[config.mk]
export PLATFORM = sky130hd
export DESIGN_NAME = xbar_switch_rr
export DESIGN_NICKNAME = d
export VERILOG_FILES = /design/src/rtl/xbar_switch_rr.sv
export SDC_FILE = /design/constraint.sdc
export NUM_CORES = 1
export LEC_CHECK = 0
export CAP_MARGIN = 40
export CORE_ASPECT_RATIO = 0.9
export CORE_MARGIN = 2
export CORE_UTILIZATION = 45
export CTS_CLUSTER_SIZE = 20
export DETAILED_ROUTE_END_ITERATION = 6
export HOLD_SLACK_MARGIN = 0.15
export PLACE_DENSITY = 0.74
export SLEW_MARGIN = 20
export SYNTH_ARGS = -nofsm -noshare
export SYNTH_HDL_FRONTEND = slang
export SYNTH_SLANG_ARGS = --single-unit
[constraint.sdc]
create_clock -name clk_i -period 5.1 [get_ports clk_i]
set_input_delay 1.02 -clock clk_i [delete_from_list [all_inputs] [get_ports clk_i]]
set_output_delay 1.02 -clock clk_i [all_outputs]
set_load 0.05 [all_outputs]
[src/rtl/xbar_switch_rr.sv]
// NP-port packet crossbar: per-input FIFO, per-output round-robin arbiter and
// holding register. Input heads carry a destination; outputs drain via ackrx.
module xbar_switch_rr #(
    parameter  int NP    = 4,
    parameter  int DW    = 4,
    parameter  int DEPTH = 2,
    localparam int AW    = $clog2(NP)
) (
    input  logic                    clk_i,
    input  logic                    rst_ni,
    input  logic [NP-1:0]           Y_validtx,
    input  logic [NP*AW-1:0]        Y_adr_i,
    input  logic [NP*DW-1:0]        Y_dat_i,
    output logic [NP-1:0]           Y_acktx,
    output logic [NP-1:0]           X_validrx,
    output logic [NP*DW-1:0]        X_dat_o,
    output logic [NP*AW-1:0]        X_src_o,
    input  logic [NP-1:0]           X_ackrx,
    output logic [NP*(DEPTH+1)-1:0] occ_o
);

    localparam int FD = 1 << DEPTH;
    localparam int CW = DEPTH + 1;
    localparam int EW = AW + DW;

    logic [EW-1:0]    mem_q    [NP][FD];
    logic [DEPTH-1:0] wr_ptr_q [NP];
    logic [DEPTH-1:0] wr_ptr_d [NP];
    logic [DEPTH-1:0] rd_ptr_q [NP];
    logic [DEPTH-1:0] rd_ptr_d [NP];
    logic [CW-1:0]    cnt_q    [NP];
    logic [CW-1:0]    cnt_d    [NP];
    logic [AW-1:0]    ptr_q    [NP];
    logic [AW-1:0]    ptr_d    [NP];
    logic [NP-1:0]    xv_q;
    logic [NP-1:0]    xv_d;
    logic [DW-1:0]    xdat_q   [NP];
    logic [DW-1:0]    xdat_d   [NP];
    logic [AW-1:0]    xsrc_q   [NP];
    logic [AW-1:0]    xsrc_d   [NP];

    logic [NP-1:0]    full_s;
    logic [NP-1:0]    empty_s;
    logic [NP-1:0]    push_s;
    logic [NP-1:0]    pop_s;
    logic [NP-1:0]    gnt_s;
    logic [AW-1:0]    head_adr_s [NP];
    logic [DW-1:0]    head_dat_s [NP];
    logic [AW-1:0]    gidx_s     [NP];

    // FIFO status, head decode and push qualification (no accepts while in reset)
    always_comb begin
        logic [EW-1:0] ent;
        ent    = {EW{1'b0}};
        full_s = {NP{1'b0}};
        empty_s = {NP{1'b0}};
        push_s = {NP{1'b0}};
        for (int k = 0; k < NP; k++) begin
            ent           = mem_q[k][rd_ptr_q[k]];
            full_s[k]     = (cnt_q[k] == CW'(FD));
            empty_s[k]    = (cnt_q[k] == {CW{1'b0}});
            head_adr_s[k] = ent[EW-1:DW];
            head_dat_s[k] = ent[DW-1:0];
            push_s[k]     = Y_validtx[k] & ~full_s[k] & rst_ni;
        end
    end

    // Per-output round-robin scan starting just after the last granted input
    always_comb begin
        logic          found;
        logic [AW-1:0] idx;
        found = 1'b0;
        idx   = {AW{1'b0}};
        gnt_s = {NP{1'b0}};
        pop_s = {NP{1'b0}};
        for (int j = 0; j < NP; j++) begin
            found     = 1'b0;
            gidx_s[j] = {AW{1'b0}};
            for (int o = 1; o <= NP; o++) begin
                idx = ptr_q[j] + AW'(o);
                if (!found && !empty_s[idx] && (head_adr_s[idx] == AW'(j))) begin
                    found     = 1'b1;
                    gidx_s[j] = idx;
                end else begin
                    found = found;
                end
            end
            gnt_s[j] = found & (~xv_q[j] | X_ackrx[j]);
        end
        for (int k = 0; k < NP; k++) begin
            for (int j = 0; j < NP; j++) begin
                if (gnt_s[j] && (gidx_s[j] == AW'(k))) begin
                    pop_s[k] = 1'b1;
                end else begin
                    pop_s[k] = pop_s[k];
                end
            end
        end
    end

    // Next-state for FIFO pointers/counts and output holding registers
    always_comb begin
        xv_d = xv_q;
        for (int k = 0; k < NP; k++) begin
            wr_ptr_d[k] = push_s[k] ? wr_ptr_q[k] + {{(DEPTH-1){1'b0}}, 1'b1} : wr_ptr_q[k];
            rd_ptr_d[k] = pop_s[k]  ? rd_ptr_q[k] + {{(DEPTH-1){1'b0}}, 1'b1} : rd_ptr_q[k];
            cnt_d[k]    = cnt_q[k] + CW'(push_s[k]) - CW'(pop_s[k]);
        end
        for (int j = 0; j < NP; j++) begin
            ptr_d[j]  = ptr_q[j];
            xdat_d[j] = xdat_q[j];
            xsrc_d[j] = xsrc_q[j];
            if (gnt_s[j]) begin
                xv_d[j]   = 1'b1;
                xdat_d[j] = head_dat_s[gidx_s[j]];
                xsrc_d[j] = gidx_s[j];
                ptr_d[j]  = gidx_s[j];
            end else if (X_ackrx[j]) begin
                xv_d[j] = 1'b0;
            end else begin
                xv_d[j] = xv_q[j];
            end
        end
    end

    // State registers; pointers reset to NP-1 so input 0 wins first
    always_ff @(posedge clk_i or negedge rst_ni) begin
        if (!rst_ni) begin
            xv_q <= {NP{1'b0}};
            for (int k = 0; k < NP; k++) begin
                wr_ptr_q[k] <= {DEPTH{1'b0}};
                rd_ptr_q[k] <= {DEPTH{1'b0}};
                cnt_q[k]    <= {CW{1'b0}};
                ptr_q[k]    <= AW'(NP - 1);
                xdat_q[k]   <= {DW{1'b0}};
                xsrc_q[k]   <= {AW{1'b0}};
            end
        end else begin
            xv_q <= xv_d;
            for (int k = 0; k < NP; k++) begin
                wr_ptr_q[k] <= wr_ptr_d[k];
                rd_ptr_q[k] <= rd_ptr_d[k];
                cnt_q[k]    <= cnt_d[k];
                ptr_q[k]    <= ptr_d[k];
                xdat_q[k]   <= xdat_d[k];
                xsrc_q[k]   <= xsrc_d[k];
            end
        end
    end

    // FIFO storage; contents are don't-care until the count covers them
    always_ff @(posedge clk_i) begin
        for (int k = 0; k < NP; k++) begin
            if (push_s[k]) begin
                mem_q[k][wr_ptr_q[k]] <= {Y_adr_i[k*AW +: AW], Y_dat_i[k*DW +: DW]};
            end
        end
    end

    // Flatten per-port state onto the packed output buses
    always_comb begin
        X_dat_o = {(NP*DW){1'b0}};
        X_src_o = {(NP*AW){1'b0}};
        occ_o   = {(NP*CW){1'b0}};
        for (int k = 0; k < NP; k++) begin
            X_dat_o[k*DW +: DW] = xdat_q[k];
            X_src_o[k*AW +: AW] = xsrc_q[k];
            occ_o[k*CW +: CW]   = cnt_q[k];
        end
    end

    assign Y_acktx   = push_s;
    assign X_validrx = xv_q;

endmodule

Word-level counts from Yosys, hierarchy flattened. Memories as Yosys holds them, arrays and structs flattened. Cells that the tools add are included.

Register bits after elaboration: 64. Bits in latches: 0. Memory bits (writable): 96. Memory bits (read-only): 0. Input bits: 34. Output and inout bits: 44. Memories: 1.

Memories: mem_q (depth 4, bits a word 24, rd ports 4, clocked after memory_dff 0, write ports 4, line 26) `logic [EW-1:0] mem_q [NP][FD];`.

$add $sub $neg: 28. $mul: 0. Divide/modulo/power cells: 0. $lt $le $gt $ge: 48. Equality and inequality tests: 28. Shifts and indexed selects: 0. Mux-type cells: 176. Bitwise gates (word level): 52. Reductions and logical operators: 92.

Operators with widths (count): 2-bit two-way mux (48); 24-bit two-way mux (4); 3-bit greater-or-equal comparator, second input constant (28); 2-bit inverter with 3-bit output (28); 6-bit two-way mux (12); 2-bit binary-select mux with 2-bit select (16); 1-bit two-way mux (60); 6-bit binary-select mux with 2-bit select (4); 6-bit demux with 2-bit select (4); 1-bit logical AND (48); 2-bit by 3-bit less-than comparator with 1-bit output, second input constant (16); 1-bit binary-select mux with 2-bit select (16); 4-bit binary-select mux with 2-bit select (4); 2-bit equality test, second input constant (16); 4-bit two-way mux (8); 1-bit logical NOT (28); 2-bit by 1-bit adder with 2-bit output, second input constant (12); 2-bit adder, second input constant (8); 2-bit by 1-bit equality test with 1-bit output, second input constant (8); 2-bit logical NOT (8); 3-bit by 1-bit adder with 3-bit output (4); 1-bit bitwise AND (12); 3-bit equality test, second input constant (4); 3-bit logical NOT (4); 5 further kinds (24).

Logic depth before layout (Yosys ltp). Gate-level depths: netlist (run 1).

Depth after elaboration: 29. Mapped depth: 17. Depth with buffers taken out: 15.

Worst setup path before layout (run 1). OpenSTA, ideal clock, no wires.

Kind: register -> register. From: reg cnt_q, in the netlist occ_o[1]. To: reg cnt_q, in the netlist occ_o[11]. Library setup time: 0.146 ns. Arrival: 3.910 ns. Data required time: 4.954 ns. Path slack: 1.045 ns. Cell stages (with the launch flop): 15. Path buffers: 0. Period minus slack after synthesis: 4.055 ns. Path through: dfrtp_1 nor3_2 nor3_1 a31oi_1 o2111ai_4 o31ai_4 o32ai_1 or3_1 ha_1 inv_1 ha_1 inv_1 fa_1 xnor2_1 xnor2_1.

RTL lines: start, declared (line 31) `logic [CW-1:0] cnt_q [NP];`; start signal, assigned by index (line 133) `cnt_q[k] <= {CW{1'b0}};`; start signal, assigned by index (line 143) `cnt_q[k] <= cnt_d[k];`.

==> results, run 1 <==
- The run finished with clean final reports.
- The post-cts hold buffer count is 0.
- The initial antenna violation count is 0.
- The total non-filler cell area in the finished layout is 0.01033 mm².
- The max-slew violation count is 0.
- Summed over all nets, the half-perimeter wirelength after detailed placement is ~16,000 µm.
- The worst clock skew is around 0.014 ns.
- After clock tree synthesis, the clock-pin slew on the worst setup and hold paths is roughly 0.070 ns.
- At the end of the flow the core is filled with cells to about 54%.
- The number of I/O pins is 78.
- The synthesized instance count is approximately 710.
- The mean number of vias per cell is approximately 5.8.
- In this run the standard cell core region covers 0.01904 mm².
- The commonest cells after synthesis are 96 x sky130_fd_sc_hd__edfxtp_1, 66 x sky130_fd_sc_hd__nand2_1, 56 x sky130_fd_sc_hd__dfrtp_1, 33 x sky130_fd_sc_hd__inv_1, 31 x sky130_fd_sc_hd__nor2_1.
- The hold path endpoint is X_dat_o[7].
- The kind of start point of the critical path is a register.
- In this run, synthesis inferred 96 flip-flops with an integrated enable.
- The number of clock sinks seen by CTS is 160.
- The DRC violation count after routing is 0.
- Setup total negative slack on the finished layout was measured at 0 ns.
- The signal arrival time at the worst endpoint is 4.95 ns.
- The highest clock frequency the design can meet is 0.2177 GHz.
- The critical setup path kind is register to register.
- The antenna violation net count after detailed routing is 0.
- The die footprint is 0.02037 mm².
- The count of input and output buffers is 77.
- Across all register-to-register paths, the minimum setup slack is between 0.5 and 0.6 ns.
- Setup repair after global routing left no endpoint under its margin.
- The number of global-route vias before repair is ~6,000.
- The relative area change from synthesis to final layout is 19.24%.
- The fraction of final layout cells sized beyond drive strength 1 is 14.30%.
- The number of failing setup endpoints in the final timing report is 0.
- The count of standard-cell rows is 48.
- The clock passes through at most 2 buffers.
- The number of warnings issued by yosys is 0.
- The worst path in the final design needs a cycle of between 4 and 5 ns, including I/O delays and setup.
- The worst register-to-register path has a depth of 14.
- The number of different library cells in the post-synthesis netlist is 85.
- The average wire length per cell after detail routing is 19.73 µm.
- The type of the tightest min-delay check is register to register.
- The leftover overflow at the end of global routing is 0.
- For the pin with the worst max-slew slack, the measured transition is 0.7187 ns.
- The worst hold path stage count is 2.
- From bottom edge to top edge, the die measures 135.6 µm.
- The worst min-delay path startpoint is X_dat_o[7].
- The reported max-cap violation count is 0.
- The commonest register cell after synthesis is sky130_fd_sc_hd__edfxtp_1.
- The fraction of registers with async set or reset after synthesis is 40.00%.
- After clock tree synthesis, the repair step resized 0 gates.
- The clock tree from TritonCTS is done.
- The initial core utilization is between 40 and 50%.
- The number of setup buffers added after CTS is 0.
- The capturing point of the worst reg2reg path is occ_o[8].
- Before antenna repair, the detailed router went through 5 iterations.
- The H-tree was split into 4 levels.
- The number of antenna cells inserted is 0.
- By area the synthesized netlist is led by sky130_fd_sc_hd__edfxtp_1 33%, sky130_fd_sc_hd__dfrtp_1 16%, sky130_fd_sc_hd__mux4_2 7.5%.
- At the worst endpoint, the required time is 5.45 ns.
- The worst register-to-register path begins at rd_ptr_q[7].
- The average instance in the mapped netlist occupies between 10 and 15 µm².
- The synthesized design spends more area on one cell type than any other, namely sky130_fd_sc_hd__edfxtp_1.
- The mapped netlist covers about 0.0087 mm².
- Measured along the x axis, the die boundary spans between 150 and 200 µm.
- The endpoint class of the critical path is a register.
- The vias after detailed routing is around 6,100.
- The hold violation count in the final report is 0.
- Measured against its own limit, the worst slew margin works out to approximately half.
- The clock insertion delay at the later pin of the skew report is ~0.44 ns.
- The final weighted congestion of routability-driven global placement is roughly 1.
- The number of DRC markers after the initial detailed-route iteration is ~730.
- The share of the clock period used by the worst path after layout is between 90% and 100%.
- The synthesized design devotes to its leading area cell type approximately 33% of total area.
- The global-route wire length before repair is 32,950 µm.
- The CTS root buffer is sky130_fd_sc_hd__clkbuf_16.
- The post-place instance area is 0.009738 mm².
- The synthesized design contains 160 register bits.
- The global routing usage summed across all routing layers is approximately 21%.
- The maximum fanout encountered on the critical timing path is 14.
- The final layout contains routed wiring with a total length of just over 20,000 µm.
- When the netlist entered floorplanning its net count stood at between 700 and 800.
- The share of the yosys chip area belonging to registers is 51.89%.
- Entering global routing, the biggest net connects 39 pins.
- The final-stage net count is about 850.
- sky130_fd_sc_hd__edfxtp_1 is the most common cell in the netlist.
- TritonCTS created 17 clock buffers.
## final cells by class
class,instances,area [µm²]
fill,1628,8711
timing repair buffer,93,888.4
inverter,35,131.4
multi-input combinational,484,3911
tap,250,312.8
sequential,160,4494
clock inverter,15,163.9
clock buffer,17,425.4
## worst max-delay path by stage
stage               slack, ns         from   endpoint
finish                   0.51  rd_ptr_q[7]   occ_o[8]
global route             0.27  rd_ptr_q[6]  occ_o[11]
CTS                      0.59  rd_ptr_q[7]   occ_o[8]
detailed placement       0.62  rd_ptr_q[7]   occ_o[8]
global placement         0.73  rd_ptr_q[7]   occ_o[8]
floorplan                1.04     occ_o[1]  occ_o[11]
## flip-flops by register name (all words and copies together), names as in the netlist
register   cells
rd_ptr_q       8
wr_ptr_q       8
mem_q         96
ptr_q          8
X_dat_o       16
occ_o         12
X_validrx      4
X_src_o        8
## cells in the final DEF (no fill, tap or decap), drive strengths merged, types with 19 or more instances in the layout
master | synthesis | routed
mux2i | 26 | 26
nand2 | 66 | 66
o21ai | 36 | 36
nor2 | 31 | 31
inv | 34 | 42
clkdlybuf4s50 | 0 | 76
and2 | 19 | 19
edfxtp | 96 | 96
ha | 24 | 24
nand3 | 20 | 20
dfrtp | 56 | 56
mux4 | 29 | 29
## metrics by stage
stage          hold WS, ns  instances  setup WS, ns
6_report            0.4793       1054        0.5071
5_1_grt             0.4974       1054        0.2709
4_1_cts             0.4884       1054        0.5867
3_5_place_dp        0.4722       1022        0.6155
3_3_place_gp        0.4636       1022        0.7343
2_1_floorplan       0.4664        705         1.045
## logic make-up (layout without fill, tap and decap cells)
family / count (synthesis) / in the layout / synth area share (%)
buffers and inverters: 61 / 160 / 2.947
adder cells (fa/ha/maj): 28 / 28 / 4.392
flip-flops: 160 / 160 / 51.89
XOR/XNOR: 20 / 20 / 2.109
AO/OA/AOI/OAI: 147 / 147 / 13.22
AND/OR/NAND/NOR: 224 / 224 / 13.59
multiplexers: 65 / 65 / 11.85
## per-layer routing
metal	GRT usage [%]	vias up	part of all wire (%)
met5	0	-	0
met4	7.338	0	2.1
met3	4.343	28	6.6
met2	33.08	210	47
met1	30.43	3044	45
li1	-	2853	-
## critical path, stage by stage (launching register included)
cell and delay, ns:
sky130_fd_sc_hd__dfrtp_1 0.72, sky130_fd_sc_hd__mux2i_1 0.15, sky130_fd_sc_hd__a2111oi_0 0.50, sky130_fd_sc_hd__o21ai_1 0.28, sky130_fd_sc_hd__mux4_2 0.55, sky130_fd_sc_hd__o21bai_1 0.19
sky130_fd_sc_hd__o311ai_2 0.08, sky130_fd_sc_hd__buf_4 0.24, sky130_fd_sc_hd__and3b_1 0.27, sky130_fd_sc_hd__or3_4 0.42, sky130_fd_sc_hd__ha_1 0.28, sky130_fd_sc_hd__inv_1 0.04
sky130_fd_sc_hd__ha_1 0.19, sky130_fd_sc_hd__fa_1 0.41, sky130_fd_sc_hd__xnor2_1 0.19
Power of run 1 is left out: the tool's default activity adds up to more than one toggle a clock period on the data nets, which glitch-free logic cannot reach.
==> run 2, diff against run 1 <==
ABC_AREA = 1   (was unset)
clock period = 5.71 ns   (was 5.1 ns; I/O delays follow)
==> results, run 2 <==
- The delay contributed by the slowest stage of the critical path is a little over 0.7 ns.
- At the pin with the least slew margin, the transition time is about 0.76 ns.
- For this run, the total global-route usage over all layers was measured as between 20% and 30%.
- The endpoint class of the critical path is a register.
- The first-pass iteration count of the detailed router is 6.
- After detailed routing, the average wire length per cell comes to 16.10 µm.
- The most frequent standard cell in the layout excluding fill and tap cells is sky130_fd_sc_hd__nand2_1.
- Summing the areas of all xor and xnor instances in the mapped netlist gives under 10% of the synthesized area.
- The number of I/O pins is around 80.
- The initial core utilization is a little under half.
- Max-cap violations in this run came to 0.
- By area, the combinational part of the netlist is dominated by simple AND/OR/NAND/NOR gates.
- The synthesized design contains between 90 and 100 enable-type register cells.
- For this run, the number of Yosys warnings is 0.
- Setup repair after global routing left no endpoint under its margin.
- The global-route wire length before repair is 35,380 µm.
- The slowest stage of the critical path is the sky130_fd_sc_hd__dfrtp_1 cell.
- Sorting the synthesized cells by how often they occur yields 314 x sky130_fd_sc_hd__nand2_1, 105 x sky130_fd_sc_hd__nand3_1, 96 x sky130_fd_sc_hd__edfxtp_1, 86 x sky130_fd_sc_hd__inv_1, 76 x sky130_fd_sc_hd__nor2_1.
- The die is about 150 µm wide.
- For this run, design rule violations remaining after detail routing come to 0.
- Of the post-synthesis cell area, the dominant cell type holds 32.68%.
- After Yosys synthesis, and, or, nand and nor cells account for 27.83% of the synthesized area.
- Entering global routing, the biggest net connects 38 pins.
- The routed metal-1 wirelength is 9491 µm.
- In this design, the critical path's most frequently occurring cell is sky130_fd_sc_hd__nand2_1.
- The most critical setup path has its endpoint at occ_o[2].
- The beginning of the worst register-to-register path is rd_ptr_q[4].
- The number of gates resized after CTS was 0.
- The number of global-route vias before repair is between 6,000 and 7,000.
- Yosys mapped the design onto 35 distinct sky130hd cell types.
- Traced cell by cell, the critical path runs through inv_4 > nand2_1 > nand2_1 > nand2_1 > nand2_1 > nand2_1 > nand2_1 > nand3_1 > nand2_2 > nor2_2 > nand3b_1 > nand2_1 > inv_1 > nand2_1 > nor2_1 > nor2_4 > nand3_2 > ha_1 > inv_1 > ha_1 > inv_1 > fa_1 > xnor2_1 > xor2_1.
- In the final layout, the share of cells above drive strength 1 is 10.10%.
- Tracing the worst setup path back leads to its startpoint at rd_ptr_q[4].
- The number of antenna cells inserted is 0.
- In the detailed route, the total length drawn on met3 is between 1500 and 2000 µm.
- For this design, the sink count on the clock tree is 160.
- STA puts the critical path data arrival time at about 4.6 ns.
- The capturing point of the worst reg2reg path is occ_o[2].
- The count of standard-cell rows is 48.
- The type of the tightest min-delay check is register to register.
- The highest clock frequency the design can meet is 0.2321 GHz.
- The area of the core is 0.01922 mm².
- For the worst setup path, the data required time is around 6 ns.
- The smallest clock period supported by the final layout is computed as approximately 4.3 ns.
- The post-cts hold buffer count is 0.
- The final sum of negative setup slack is 0 ns.
- Relative to the synthesized area, the layout overhead comes to 15.80%.
- The initial antenna violation count came to 0.
- The mux share of post-synthesis cell area is 0%.
- The kind of start point of the critical path is a register.
- The dominant cell type by area after synthesis is sky130_fd_sc_hd__edfxtp_1.
- The setup check on the worst reg-to-reg path leaves a slack of between 1 and 1.5 ns.
- The floorplan step defined a die boundary enclosing a little over 0.02 mm².
- The final-stage net count is between 1,000 and 1,500.
- The leading cell type by number of instances after synthesis is sky130_fd_sc_hd__nand2_1.
- The cell depth of the worst flop-to-flop path is 24.
- Averaged over all synthesized cells, the footprint is 8.623 µm².
- The top cell types in the final layout, fill and taps aside, are 314 x sky130_fd_sc_hd__nand2_1, 105 x sky130_fd_sc_hd__nand3_1, 96 x sky130_fd_sc_hd__edfxtp_1.
- The combined area of all synthesized cells is between 0.008 and 0.009 mm².
- The run finished with clean final reports.
- The share of the yosys chip area belonging to registers is just over 50%.
- The max-slew violation count is 0.
- The synthesized instance count is roughly 1,000.
- The share of the synthesized area in compound gates (AO/OA/AOI/OAI) is between 7 and 8%.
- The clock passes through at most 2 buffers.
- The fraction of the mapped netlist area in adder cells is approximately 4.3%.
- Clock-pin slew was measured on the worst setup and hold paths at roughly 0.060 ns.
- The depth of the CTS H-tree is 4.
- The fraction of registers with async set or reset after synthesis is about 40%.
- The vertical extent of the die is approximately 140 µm.
- For this block, the initial DRC count from the detailed router was around 600.
- In this run the remaining antenna-violating nets after routing total 0.
- The maximum fanout encountered on the critical timing path is 16.
- In this run the top signal layer used is met4.
- The flip-flop count of the largest register after layout is 96.
- The commonest register cell after synthesis is sky130_fd_sc_hd__edfxtp_1.
- Counting the fill cells in the layout gives around 1,700.
- The number of buffers created by CTS is 17.
- After global routing the overflow that remains totals 0.
- Dividing the final minimum period by the clock period gives 75.46%.
- The post-CTS setup buffer count is 0.
- Synthesis produced a netlist with a net count of 1,085.
- Setup violations remaining at the end of the flow were counted as 0.
- Counting flops and latches in the post-synthesis netlist gives 160.
- The cell sitting at the root of the clock tree is a sky130_fd_sc_hd__clkbuf_16.
- Buffers placed on the I/O ports in this run total 77.
- The hold violation count in the final report was 0.
- The routed design uses ~10,000 µm of met2 wire.
- The detailed placement HPWL is about 16,000 µm.
- Measured against its own limit, the worst slew margin works out to 49.24%.
- The final weighted congestion of routability-driven global placement is a little under 1.
- The clock tree from TritonCTS is done.
- The final route contains ~7,100 vias.
- Yosys attributes the largest share of cell area to sky130_fd_sc_hd__edfxtp_1 33%, sky130_fd_sc_hd__dfrtp_1 16%, sky130_fd_sc_hd__nand2_1 13%.
- The routed wire length is around 22,000 µm.
- The clock insertion delay at the later pin of the skew report is between 0.4 and 0.5 ns.
- The worst clock skew is between 0.008 and 0.009 ns.
- The mean number of vias per cell is between 5 and 6.
- The critical setup path kind is register to register.
run 2: cell count changes after synthesis, moves of 17 or more:
cell / delta
sky130_fd_sc_hd__nand2_1: +248
sky130_fd_sc_hd__nand3_1: +85
sky130_fd_sc_hd__inv_1: +53
sky130_fd_sc_hd__nor2_1: +45
sky130_fd_sc_hd__o21ai_0: +30
sky130_fd_sc_hd__mux4_2: -29
sky130_fd_sc_hd__mux2i_1: -26
sky130_fd_sc_hd__and2_1: -19
sky130_fd_sc_hd__inv_2: +19
sky130_fd_sc_hd__nor2b_1: -17
run 2: cell type report:
cell class	count	area, µm²	area share [%]
flip-flops and latches	160	4494	44.00
repair buffers	78	775.7	7.594
clock buffers	18	429.2	4.201
inverters	110	422.9	4.140
well taps	250	312.8	3.062
clock inverters	14	122.6	1.200
multi-input cells	719	3657	35.80
run 2: logic make-up (layout without fill, tap and decap cells):
group | Yosys count | after routing
adder cells (fa/ha/maj) | 28 | 28
flip-flops | 160 | 160
XOR/XNOR | 20 | 20
AO/OA/AOI/OAI | 116 | 116
AND/OR/NAND/NOR | 555 | 555
buffers and inverters | 144 | 220
run 2: metal layers:
layer	vias up	track usage [%]
li1	3491	-
met1	3339	30.53
met2	269	35.34
met3	24	5.733
met4	0	6.687
met5	-	0
run 2: stage by stage:
step / std cells / util, % / instance area (µm²) / hold slack [ns] / worst slack [ns]
after floorplan: 1023 / - / 8821 / 0.4936 / 2.326
after CTS: 1349 / 53.15 / 10210 / 0.5003 / 1.502
after detailed placement: 1317 / 50.28 / 9663 / 0.4845 / 1.561
after global placement: 1317 / 50.28 / 9663 / 0.4650 / 1.663
after global routing: 1349 / 53.15 / 10210 / 0.5323 / 1.020
final: 1349 / 53.15 / 10210 / 0.4944 / 1.401
run 2: critical path: cells and delay by family (launching register included):
kind,cells,cell delay [ns]
AND/OR/NAND/NOR,15,1.94
adder cells (fa/ha/maj),3,0.79
flip-flops,1,0.72
buffers and inverters,4,0.43
XOR/XNOR,2,0.29
run 2: worst min path at each step:
stage	endpoint	depth (start not counted)	slack, ns	start
6_report	X_src_o[2]	2	0.49	X_src_o[2]
5_1_grt	X_src_o[4]	2	0.53	X_src_o[4]
4_1_cts	X_src_o[4]	2	0.50	X_src_o[4]
3_5_place_dp	X_src_o[4]	2	0.48	X_src_o[4]
3_3_place_gp	X_src_o[2]	2	0.47	X_src_o[2]
2_1_floorplan	wr_ptr_q[0]	1	0.49	wr_ptr_q[0]
Power of run 2 is left out for the same reason.
